<file path="src/rtl/door_direction_sensor.sv">
`default_nettype none
// ============================================================================
// Module   : door_direction_sensor
// Brief    : Two-beam door sensor: synchronise, debounce and decode direction
//            into one-cycle entry/exit/error pulses.
// Revision : 1.0
// ============================================================================
module door_direction_sensor #(
    parameter int DEBOUNCE_CYCLES = 500000,
    parameter int TIMEOUT_CYCLES  = 100000000
) (
    input  logic       clock,
    input  logic       reset,
    input  logic       enable,
    input  logic       beam_outer,
    input  logic       beam_inner,
    output logic       inc_pulse,
    output logic       dec_pulse,
    output logic       seq_error,
    output logic       beam_outer_db,
    output logic       beam_inner_db,
    output logic [2:0] state_out
);

    localparam int c_DB_W = $clog2(DEBOUNCE_CYCLES + 1);
    localparam int c_TO_W = $clog2(TIMEOUT_CYCLES + 1);
    localparam logic [c_DB_W-1:0] c_DB_LAST = c_DB_W'(DEBOUNCE_CYCLES - 1);
    localparam logic [c_TO_W-1:0] c_TO_LAST = c_TO_W'(TIMEOUT_CYCLES - 1);

    typedef enum logic [2:0] {
        S_IDLE     = 3'd0,
        S_E1       = 3'd1,
        S_E2       = 3'd2,
        S_E3       = 3'd3,
        S_X1       = 3'd4,
        S_X2       = 3'd5,
        S_X3       = 3'd6,
        S_WAIT_CLR = 3'd7
    } state_t;

    localparam logic [1:0] c_EV_NONE = 2'd0;
    localparam logic [1:0] c_EV_INC  = 2'd1;
    localparam logic [1:0] c_EV_DEC  = 2'd2;
    localparam logic [1:0] c_EV_ERR  = 2'd3;

    logic [1:0] w_raw;
    logic [1:0] w_db;

    assign w_raw = {beam_outer, beam_inner};

    // Bit 1 is the outer beam, bit 0 the inner beam.
    generate
        for (genvar g = 0; g < 2; g++) begin : g_debounce
            logic              r_s1;
            logic              r_s2;
            logic              r_db;
            logic [c_DB_W-1:0] r_cnt;

            always_ff @(posedge clock) begin
                if (reset) begin
                    r_s1  <= 1'b0;
                    r_s2  <= 1'b0;
                    r_db  <= 1'b0;
                    r_cnt <= '0;
                end else begin
                    r_s1 <= w_raw[g];
                    r_s2 <= r_s1;
                    if (r_s2 != r_db) begin
                        if (r_cnt == c_DB_LAST) begin
                            r_db  <= r_s2;
                            r_cnt <= '0;
                        end else begin
                            r_cnt <= r_cnt + 1'b1;
                        end
                    end else begin
                        r_cnt <= '0;
                    end
                end
            end

            assign w_db[g] = r_db;
        end
    endgenerate

    state_t            r_state;
    state_t            w_next;
    logic [1:0]        w_ev;
    logic [c_TO_W-1:0] r_dwell;
    logic              r_inc;
    logic              r_dec;
    logic              r_err;
    logic              w_active;

    assign w_active = (r_state != S_IDLE) && (r_state != S_WAIT_CLR);

    always_comb begin
        w_next = r_state;
        w_ev   = c_EV_NONE;
        case (r_state)
            S_IDLE: begin
                case (w_db)
                    2'b10:   w_next = S_E1;
                    2'b01:   w_next = S_X1;
                    2'b11:   begin w_next = S_WAIT_CLR; w_ev = c_EV_ERR; end
                    default: ;
                endcase
            end
            S_E1: begin
                case (w_db)
                    2'b11:   w_next = S_E2;
                    2'b00:   w_next = S_IDLE;
                    2'b01:   begin w_next = S_WAIT_CLR; w_ev = c_EV_ERR; end
                    default: ;
                endcase
            end
            S_E2: begin
                case (w_db)
                    2'b01:   w_next = S_E3;
                    2'b10:   w_next = S_E1;
                    2'b00:   begin w_next = S_WAIT_CLR; w_ev = c_EV_ERR; end
                    default: ;
                endcase
            end
            S_E3: begin
                case (w_db)
                    2'b00:   begin w_next = S_IDLE; w_ev = c_EV_INC; end
                    2'b11:   w_next = S_E2;
                    2'b10:   begin w_next = S_WAIT_CLR; w_ev = c_EV_ERR; end
                    default: ;
                endcase
            end
            S_X1: begin
                case (w_db)
                    2'b11:   w_next = S_X2;
                    2'b00:   w_next = S_IDLE;
                    2'b10:   begin w_next = S_WAIT_CLR; w_ev = c_EV_ERR; end
                    default: ;
                endcase
            end
            S_X2: begin
                case (w_db)
                    2'b10:   w_next = S_X3;
                    2'b01:   w_next = S_X1;
                    2'b00:   begin w_next = S_WAIT_CLR; w_ev = c_EV_ERR; end
                    default: ;
                endcase
            end
            S_X3: begin
                case (w_db)
                    2'b00:   begin w_next = S_IDLE; w_ev = c_EV_DEC; end
                    2'b11:   w_next = S_X2;
                    2'b01:   begin w_next = S_WAIT_CLR; w_ev = c_EV_ERR; end
                    default: ;
                endcase
            end
            default: begin
                if (w_db == 2'b00) w_next = S_IDLE;
            end
        endcase
        // A dwell that reaches the limit without a table move discards the sequence.
        if (w_active && (w_next == r_state) && (r_dwell == c_TO_LAST)) begin
            w_next = S_WAIT_CLR;
            w_ev   = c_EV_ERR;
        end
    end

    always_ff @(posedge clock) begin
        if (reset) begin
            r_state <= S_WAIT_CLR;
            r_dwell <= '0;
            r_inc   <= 1'b0;
            r_dec   <= 1'b0;
            r_err   <= 1'b0;
        end else if (!enable) begin
            r_state <= S_WAIT_CLR;
            r_dwell <= '0;
            r_inc   <= 1'b0;
            r_dec   <= 1'b0;
            r_err   <= 1'b0;
        end else begin
            r_state <= w_next;
            r_inc   <= (w_ev == c_EV_INC);
            r_dec   <= (w_ev == c_EV_DEC);
            r_err   <= (w_ev == c_EV_ERR);
            if (w_next != r_state) begin
                r_dwell <= '0;
            end else if (r_dwell != c_TO_LAST) begin
                r_dwell <= r_dwell + 1'b1;
            end
        end
    end

    assign inc_pulse     = r_inc;
    assign dec_pulse     = r_dec;
    assign seq_error     = r_err;
    assign beam_outer_db = w_db[1];
    assign beam_inner_db = w_db[0];
    assign state_out     = r_state;

endmodule
`default_nettype wire

</file>
<file path="config.mk">
export PLATFORM = sky130hd
export DESIGN_NAME = door_direction_sensor
export DESIGN_NICKNAME = d
export VERILOG_FILES = /design/src/rtl/door_direction_sensor.sv
export SDC_FILE = /design/constraint.sdc
export NUM_CORES = 1
export LEC_CHECK = 0
export ABC_AREA = 1
export CORE_MARGIN = 4
export CORE_UTILIZATION = 55
export DETAILED_ROUTE_END_ITERATION = 7
export HOLD_SLACK_MARGIN = 0.03
export MAX_ROUTING_LAYER = met4
export PLACE_DENSITY = 0.69
export SLEW_MARGIN = 5
export SYNTH_ARGS = -nofsm -noshare
export SYNTH_HDL_FRONTEND = slang
export SYNTH_SLANG_ARGS = --single-unit
</file>
<file path="constraint.sdc">
create_clock -name clock -period 6.4 [get_ports clock]
set_clock_uncertainty 0.2 [all_clocks]
set_input_delay 1.28 -clock clock [delete_from_list [all_inputs] [get_ports clock]]
set_output_delay 1.28 -clock clock [all_outputs]
set_load 0.03 [all_outputs]
</file>
==> flow_summary.ini, run 1 <==
[outcome]
outcome = finished clean

[worst_hold_path]
min_path_cells = 2
worst_hold_startpoint = g_debounce[0].r_s1
hp-class = register to register
hold_end = g_debounce[0].r_s2

[clock_network]
cts.repair.resized = 0
cts_buffers = 9
post-cts-setup-buffers = 0
cts_max_level = 3
cts_root_buf = clkbuf_8
clock_path_buffers = 2
cts_tree = built
insertion_delay_ns = 0.35
hold_buffers = 0
clk_pin_slew_worst_paths_ns = 0.08
cts.sinks = 77

[place]
dpl_worst_slack_ns = 2.91
port_buffers = 12
place.gp.congestion = 0.900
place_inst = 660
dpl_cell_area_mm2 = 0.00441
dpl.hpwl_um = 5670

[die]
core_mm2 = 0.00741
dieArea_mm2 = 0.00924
io_pins = 13
die_w_um = 96.1
die_y_um = 96.1
std_cell_rows = 31
initial_core_util = 0.576

[job]
maxCapViolations = 0

[synth]
ys_seq_elements = 77
synthTopCellsByCount = nand2_1, dfxtp_1, inv_1, nor2_1, nand3_1
synth_area_leader_cell = dfxtp_1
yosysWarnings = 0
avgSynthCellArea_um2 = 7.65
synth.area.top_cells = dfxtp_1, nand2_1, nor2_4, inv_1, nor2_1
syn-cell-area_mm2 = 0.00427
synth_edf_count = 0
synth_cell_types = 44
seq_area_frac_synth = 0.361
synth_flop_cell = dfxtp_1
synthArstFlopShare = 0
syn_inst = 558
synth_most_common_cell = nand2_1
synth_top_area_frac = 0.361
syn_nets = 566

[critical_path]
cp.depth = 1
startpoint_type = register
critical-path-max-stage-delay_ns = 0.80
crit_buf_inv = 1
r2r_end = r_dwell[4]
cp.arrival_ns = 1.85
r2r_cells = 14
cp_top_family = buffers and inverters
ff2ff_setup_slack_ns = 3.44
worst_ep_required_time_ns = 4.92
slowest_stage = clkdlybuf4s50_1
critPathMaxFanout = 12
cp-end-kind = output pin
path_cells = clkdlybuf4s50_1
reg2reg_from = beam_inner_db
crit_type = register to output pin

[sta]
fin_ws_ns = 3.07
grt_setup_unrepaired = false
tns_ns = 0
worst_pin_slew_ns = 0.727
fmax_ghz = 0.300
slew_headroom = 0.515
setup_viol = 0
holdWs_ns = 0.210
finalMaxSlewViolations = 0
period_needed_ns = 3.33
fin_crit_sh = 0.521
hold_violations = 0

[detailed_routing]
avgRoutedWirePerCell_um = 11.4
drt_iter0_drc = 107
vias_per_cell = 5.03
routed_wl_um = 7700
drc = 0
vias = 3401
ant_nets = 0
drt_pass1_iterations = 6

[global_routing]
gr-total-overflow = 0
grt_pass1_vias = 3188
track_usage = 0.191
grt_pass1_wl_um = 13700
antenna_found_initial = 0
grt_max_degree = 28

[final_layout]
n_antenna_cell = 0
final_cells = 676
area_delta_synth_final_pct = 7.68
fin_nets = 580
fin_area_mm2 = 0.00460
drive_above_1_share = 0.173

[pwr]
p_per_area_mw_per_mm2 = 197
vdd_drop_max_mv = 0.112
leakagePower_nw = 1.64
## layer usage
metal | share of wire | GRT usage | vias to the layer above
met4 | 0.015 | 0.0735 | 0
li1 | - | - | 1814
met5 | 0 | - | -
met1 | 0.49 | 0.239 | 1533
met2 | 0.46 | 0.301 | 45
met3 | 0.034 | 0.0422 | 9
## through the flow
| stage | utilization | total power, mW |
|---|---|---|
| after floorplan | - | 0.553 |
| after global placement | 0.595 | 0.565 |
| after detailed placement | 0.595 | 0.566 |
| after CTS | 0.621 | 0.919 |
| after global routing | 0.621 | 0.943 |
| final | 0.621 | 0.904 |
## flip-flops by register name (all words and copies together) (netlist names)
name	count
state_out	3
inc_pulse	1
dec_pulse	1
beam_inner_db	1
g_debounce.r_cnt	38
r_dwell	27
g_debounce.r_s2	2
beam_outer_db	1
seq_error	1
g_debounce.r_s1	2
## cell type report
type                            count  area [um2]
Inverter                           84         323
Tap cell                           99         124
Clock inverter                      7        63.8
Clock buffer                        9         124
Timing Repair Buffer               12         120
Multi-Input combinational cell    388        2300
Fill cell                         701        2810
Sequential cell                    77        1540
## how the worst max path moves through the flow
stage                     slack, ns             to          start
final                          3.07  beam_inner_db  beam_inner_db
after floorplan                4.02     r_dwell[7]          reset
after global placement         3.02     r_dwell[5]          reset
after global routing           2.96  beam_inner_db  beam_inner_db
after detailed placement       2.91     r_dwell[4]          reset
after CTS                      3.02  beam_inner_db  beam_inner_db
## cell families (layout without fill, tap and decap cells)
kind of cell / Yosys count / after routing / share of synthesized area
adders and majority gates: 3 / 3 / 0.00879
muxes: 1 / 1 / 0.00264
DFF: 77 / 77 / 0.361
xor gates and xnor gates: 29 / 29 / 0.0612
and+or+nand+nor: 309 / 309 / 0.406
buffers and inverters: 93 / 112 / 0.0999
AOI/OAI and AO/OA: 46 / 46 / 0.0607
## cells in the final DEF (no fill, tap or decap), types with 2 or more instances in the layout
cell             count
dfxtp_1             77
clkinvlp_4           2
ha_1                 3
inv_1               72
xnor2_1              8
nand2_1             82
inv_6                2
nand2_2             12
nor3b_1              7
inv_2                9
inv_4                3
nor4_1              10
nor2_1              68
clkbuf_8             9
clkdlybuf4s50_1     12
o21ai_0             10
nand2_4              2
a21oi_1             21
xor2_1              20
nand3_1             34
o21ai_1              3
inv_8                2
a211oi_1             3
nand3b_1             3
or2_2                2
nor3_1              21
nor2_4              25
a31oi_1              2
nor2_2              14
nand4_1             11
o21bai_1             4
nand3_2              9
## report_power, final
part           total [mW]  internal, mW  switching (mW)
Sequential          0.490         0.483         0.00731
Clock               0.349         0.149           0.200
Combinational      0.0649        0.0232          0.0417
Power figures use the tool's default switching activity.
==> inputs of run 2 (changes only) <==
--- a/config.mk
+++ b/config.mk
@@ -11,7 +11,7 @@
 export DETAILED_ROUTE_END_ITERATION = 7
 export HOLD_SLACK_MARGIN = 0.03
 export MAX_ROUTING_LAYER = met4
-export PLACE_DENSITY = 0.69
+export PLACE_DENSITY = 0.72
 export SLEW_MARGIN = 5
 export SYNTH_ARGS = -nofsm -noshare
 export SYNTH_HDL_FRONTEND = slang
==> constraint.sdc (replaced) <==
create_clock -name clock -period 2.75 [get_ports clock]
set_clock_uncertainty 0.2 [all_clocks]
set_input_delay 0.55 -clock clock [delete_from_list [all_inputs] [get_ports clock]]
set_output_delay 0.55 -clock clock [all_outputs]
set_load 0.03 [all_outputs]
==> run 2 against run 1 <==
Effect of this change: register-to-register slack lost 3.2 ns; first-iteration DRC count shrank 2.8%; global-route usage grew 0.18 points; critical path depth grew 1; sequential power grew 130%; final cell count grew 1.2%; critical endpoint is now beam_outer_db; highest routed layer unchanged.
==> flow_summary.ini, run 2 (synthesized netlist as in run 1, its figures left out) <==
[outcome]
outcome = finished clean

[clock_network]
clock_path_buffers = 2
cts.sinks = 77
cts_buffers = 9
hold_buffers = 0
cts_root_buf = clkbuf_8
insertion_delay_ns = 0.36
post-cts-setup-buffers = 0
cts_max_level = 3
cts.repair.resized = 0
clk_pin_slew_worst_paths_ns = 0.08
cts_tree = built

[critical_path]
cp.arrival_ns = 1.87
path_cells = buf_4 -> clkdlybuf4s50_1
cp_top_family = buffers and inverters
slowest_stage = clkdlybuf4s50_1
critical-path-max-stage-delay_ns = 0.66
crit_type = register to output pin
cp-end-kind = output pin
worst_ep_required_time_ns = 2.00
critPathMaxFanout = 9
startpoint_type = register
crit_buf_inv = 2

[die]
die_w_um = 96.1
core_mm2 = 0.00741
std_cell_rows = 31
io_pins = 13
dieArea_mm2 = 0.00924
initial_core_util = 0.576
die_y_um = 96.1

[pwr]
leakagePower_nw = 1.69
vdd_drop_max_mv = 0.338
power_mw = 2.18
p_per_area_mw_per_mm2 = 466

[sta]
period_needed_ns = 2.62
finalMaxSlewViolations = 0
setup_viol = 0
worst_pin_slew_ns = 0.613
slew_headroom = 0.586
tns_ns = 0
grt_setup_unrepaired = false
hold_violations = 0
fin_crit_sh = 0.953
fmax_ghz = 0.382
holdWs_ns = 0.202

[detailed_routing]
drt_iter0_drc = 104
drt_pass1_iterations = 4
vias = 3463
ant_nets = 0
vias_per_cell = 5.06
drc = 0
routed_wl_um = 7830
avgRoutedWirePerCell_um = 11.4

[global_routing]
grt_max_degree = 28
gr-total-overflow = 0
track_usage = 0.193
antenna_found_initial = 0
grt_pass1_vias = 3241
grt_pass1_wl_um = 13800

[final_layout]
regMostFlops = g_debounce.r_cnt
drive_above_1_share = 0.185
final_cell_mix = nand2_1, dfxtp_1, inv_1
largest_reg_flops = 38
fin_nets = 588
n_antenna_cell = 0
nFillCells = 685
area_delta_synth_final_pct = 9.84
mostFrequentLayoutCell = nand2_1

[place]
dpl.hpwl_um = 5740
port_buffers = 12
place.gp.congestion = 0.995

[worst_hold_path]
hp-class = register to register

[job]
maxCapViolations = 0
==> run 2: power breakdown <==
group	total (mW)	switching [mW]	internal, mW
registers	1.13	0.0106	1.12
logic	0.164	0.104	0.0601
clock network	0.886	0.438	0.448
total	2.18	0.553	1.63
==> run 2: worst reg2reg max path: cells and delay by family, from the launching register on <==
family        cells  cell delay, ns
simple gates      9            1.31
fa+ha+maj         1            0.24
buf+inv           1            0.26
flops             1            0.38
==> run 2: path summary, 6_finish.rpt <==
| check | from | endpoint | slack, ns | depth (start not counted) |
|---|---|---|---|---|
| hold reg to reg | g_debounce[0].r_s1 | g_debounce[0].r_s2 | 0.20 | 2 |
| setup / recovery | beam_outer_db | beam_outer_db | 0.13 | 2 |
| setup reg to reg | r_dwell[0] | r_dwell[2] | 0.25 | 11 |
| hold / removal | g_debounce[0].r_s1 | g_debounce[0].r_s2 | 0.20 | 2 |
==> run 2: metrics by stage <==
| step | cell area [um2] | util | instances | worst slack (ns) |
|---|---|---|---|---|
| 6_report | 4690 | 0.633 | 684 | 0.129 |
| 5_1_grt | 4690 | 0.633 | 684 | 0.0568 |
| 4_1_cts | 4690 | 0.633 | 684 | 0.112 |
| 3_5_place_dp | 4480 | 0.605 | 668 | 0.274 |
| 3_3_place_gp | 4480 | 0.605 | 668 | 0.344 |
| 2_1_floorplan | 4270 | - | 558 | 0.534 |
==> run 2: cell type report <==
| class | count | area (um2) | share of cell area |
|---|---|---|---|
| clock buffer | 10 | 138 | 0.0293 |
| clock inverter | 6 | 70.1 | 0.0149 |
| inverter | 84 | 323 | 0.0688 |
| multi-input combinational | 388 | 2300 | 0.491 |
| sequential | 77 | 1540 | 0.329 |
| tap | 99 | 124 | 0.0264 |
| timing repair buffer | 20 | 193 | 0.0411 |
==> run 2: layer usage <==
layer	track usage	vias up	wire length, um
li1	-	1838	-
met2	0.327	56	3830
met5	-	-	0
met1	0.223	1562	3640
met3	0.0547	7	284
met4	0.0533	0	76
==> inputs of run 3 (changes only) <==
--- a/config.mk
+++ b/config.mk
@@ -5,13 +5,13 @@
 export SDC_FILE = /design/constraint.sdc
 export NUM_CORES = 1
 export LEC_CHECK = 0
-export ABC_AREA = 1
+export CAP_MARGIN = 0
 export CORE_MARGIN = 4
 export CORE_UTILIZATION = 55
 export DETAILED_ROUTE_END_ITERATION = 7
 export HOLD_SLACK_MARGIN = 0.03
 export MAX_ROUTING_LAYER = met4
-export PLACE_DENSITY = 0.72
+export PLACE_DENSITY = 0.73
 export SLEW_MARGIN = 5
 export SYNTH_ARGS = -nofsm -noshare
 export SYNTH_HDL_FRONTEND = slang
==> run 3 against run 2 <==
Effect of this change: global-route usage fell by 1.2 points; synthesized cell count is 21% lower; wire length is 13% lower; first-iteration DRC count rose by 48%; fmax rose by 2.2%; synthesized area shrank 13%; critical endpoint is now state_out[0]; hold slack gained 0.048 ns; cell area is 13% lower; flip-flop and latch count is the same; via count shrank 13%; non-clock buffer count stayed put; clock power down 18%.
==> flow_summary.ini, run 3 <==
[critical_path]
worst_ep_required_time_ns = 2.00
cp-end-kind = output pin
slowest_stage = clkdlybuf4s50_1
r2r_end = r_dwell[2]
cp.arrival_ns = 1.82
critical-path-max-stage-delay_ns = 0.80
crit_type = register to output pin
path_cells = clkdlybuf4s50_1
r2r_cells = 6
cp_top_family = buffers and inverters
startpoint_type = register
crit_buf_inv = 1
ff2ff_setup_slack_ns = 0.35
critPathMaxFanout = 18
cp.depth = 1
reg2reg_from = state_out[2]

[final_layout]
nFillCells = 610
drive_above_1_share = 0.0738
fin_nets = 466
largest_reg_flops = 38
area_delta_synth_final_pct = 9.83
fin_area_mm2 = 0.00407
final_cell_mix = dfxtp_1, nor2_1, nand2_1
mostFrequentLayoutCell = dfxtp_1
n_antenna_cell = 0
regMostFlops = g_debounce.r_cnt

[synth]
synthArstFlopShare = 0
synthTopCellsByCount = dfxtp_1, nor2_1, nand2_1, xnor2_1, nand3_1
synth_most_common_cell = dfxtp_1
syn-cell-area_mm2 = 0.00370
avgSynthCellArea_um2 = 8.36
ys_seq_elements = 77
synth_cell_types = 50
syn_nets = 451
synth.area.top_cells = dfxtp_1, nor2_1, xnor2_1, xor2_1, nand2_1
syn_inst = 443
seq_area_frac_synth = 0.416
yosysWarnings = 0
synth_area_leader_cell = dfxtp_1
synth_edf_count = 0
synth_top_area_frac = 0.416
synth_flop_cell = dfxtp_1

[detailed_routing]
drt_pass1_iterations = 4
drc = 0
ant_nets = 0
vias = 3011
routed_wl_um = 6810
vias_per_cell = 5.60
avgRoutedWirePerCell_um = 12.7
drt_iter0_drc = 154

[outcome]
outcome = finished clean

[global_routing]
grt_pass1_vias = 2803
gr-total-overflow = 0
track_usage = 0.181
grt_max_degree = 28
antenna_found_initial = 0
grt_pass1_wl_um = 12200

[worst_hold_path]
worst_hold_startpoint = g_debounce[1].r_s1
min_path_cells = 1
hold_end = g_debounce[1].r_s2
hp-class = register to register

[die]
std_cell_rows = 29
initial_core_util = 0.574
core_mm2 = 0.00646
io_pins = 13
die_w_um = 90.1
dieArea_mm2 = 0.00811
die_y_um = 90.1

[clock_network]
insertion_delay_ns = 0.34
clock_path_buffers = 2
cts_buffers = 9
cts.sinks = 77
cts_max_level = 3
clk_pin_slew_worst_paths_ns = 0.07
cts.repair.resized = 0
cts_tree = built
cts_root_buf = clkbuf_8
post-cts-setup-buffers = 0
hold_buffers = 0

[place]
place.gp.congestion = 0.863
dpl_worst_slack_ns = 0.381
dpl_cell_area_mm2 = 0.00390
port_buffers = 12
dpl.hpwl_um = 4800

[sta]
fmax_ghz = 0.390
setup_viol = 0
fin_ws_ns = 0.184
tns_ns = 0
worst_pin_slew_ns = 0.661
period_needed_ns = 2.57
hold_violations = 0
slew_headroom = 0.555
finalMaxSlewViolations = 0
holdWs_ns = 0.250
grt_setup_unrepaired = false
fin_crit_sh = 0.933

[job]
maxCapViolations = 0

[pwr]
p_per_area_mw_per_mm2 = 475
leakagePower_nw = 1.23
vdd_drop_max_mv = 0.311
==> run 3: cell count changes after synthesis, sizes merged, moves of 5 or more <==
cell and delta:
nor3b -6, mux2i +6, inv -74, nor2b +7, or3 +13, nand2 -63
and3 +8, xnor2 +19, clkbuf +7, nor3 -7, nand2b +5, nor2 -32
nand3 -19
==> run 3: worst register-to-register path: stages (launching register included) <==
cell and delay (ns):
dfxtp_1 0.60, or3b_1 0.39, a32o_1 0.22, a22o_1 0.23
a211o_1 0.30, buf_12 0.17, nor3_1 0.21
==> run 3: per-layer routing <==
layer  vias up  track usage  routed length, um
met2        30        0.281               3100
li1       1575            -                  -
met1      1402        0.234               3460
met5         -            -                  0
met4         0       0.0395                 29
met3         4       0.0543                211
==> run 3: metrics by stage <==
stage               instances  power [mW]  utilization
floorplan                 443        1.20            -
global placement          524        1.23        0.604
detailed placement        524        1.23        0.604
CTS                       538        1.96        0.630
global route              538        2.02        0.630
finish                    538        1.93        0.630
==> run 3: where the power goes <==
part / internal (mW) / total (mW) / switching [mW]
sequential: 1.12 / 1.13 / 0.0119
clock: 0.364 / 0.730 / 0.366
combinational: 0.0321 / 0.0685 / 0.0363
total: 1.52 / 1.93 / 0.414
==> run 3: area by class of cell <==
cell class / count / area (um2) / share of cell area
timing repair buffer: 20 / 193 / 0.0474
clock inverter: 2 / 10.0 / 0.00246
clock buffer: 12 / 155 / 0.0381
multi-input combinational: 340 / 2040 / 0.500
sequential: 77 / 1540 / 0.379
inverter: 10 / 37.5 / 0.00923
tap: 77 / 96.3 / 0.0237
==> run 3: how the worst max path moves through the flow <==
| stage | from | endpoint | slack, ns |
|---|---|---|---|
| 3_3_place_gp | state_out[2] | r_dwell[6] | 0.46 |
| 2_1_floorplan | state_out[1] | r_dwell[21] | 0.38 |
| 6_report | state_out[0] | state_out[0] | 0.18 |
| 4_1_cts | state_out[0] | state_out[0] | 0.18 |
| 5_1_grt | state_out[0] | state_out[0] | 0.09 |
| 3_5_place_dp | state_out[2] | r_dwell[4] | 0.38 |
==> run 3: cells by family (layout without fill, tap and decap cells) <==
group	Yosys count	count (layout)	synth area share
DFF	77	77	0.416
xor gates and xnor gates	51	51	0.121
buffers and inverters	26	44	0.0344
and+or+nand+nor	227	227	0.308
AOI/OAI and AO/OA	53	53	0.0942
muxes	6	6	0.0162
adders and majority gates	3	3	0.0101
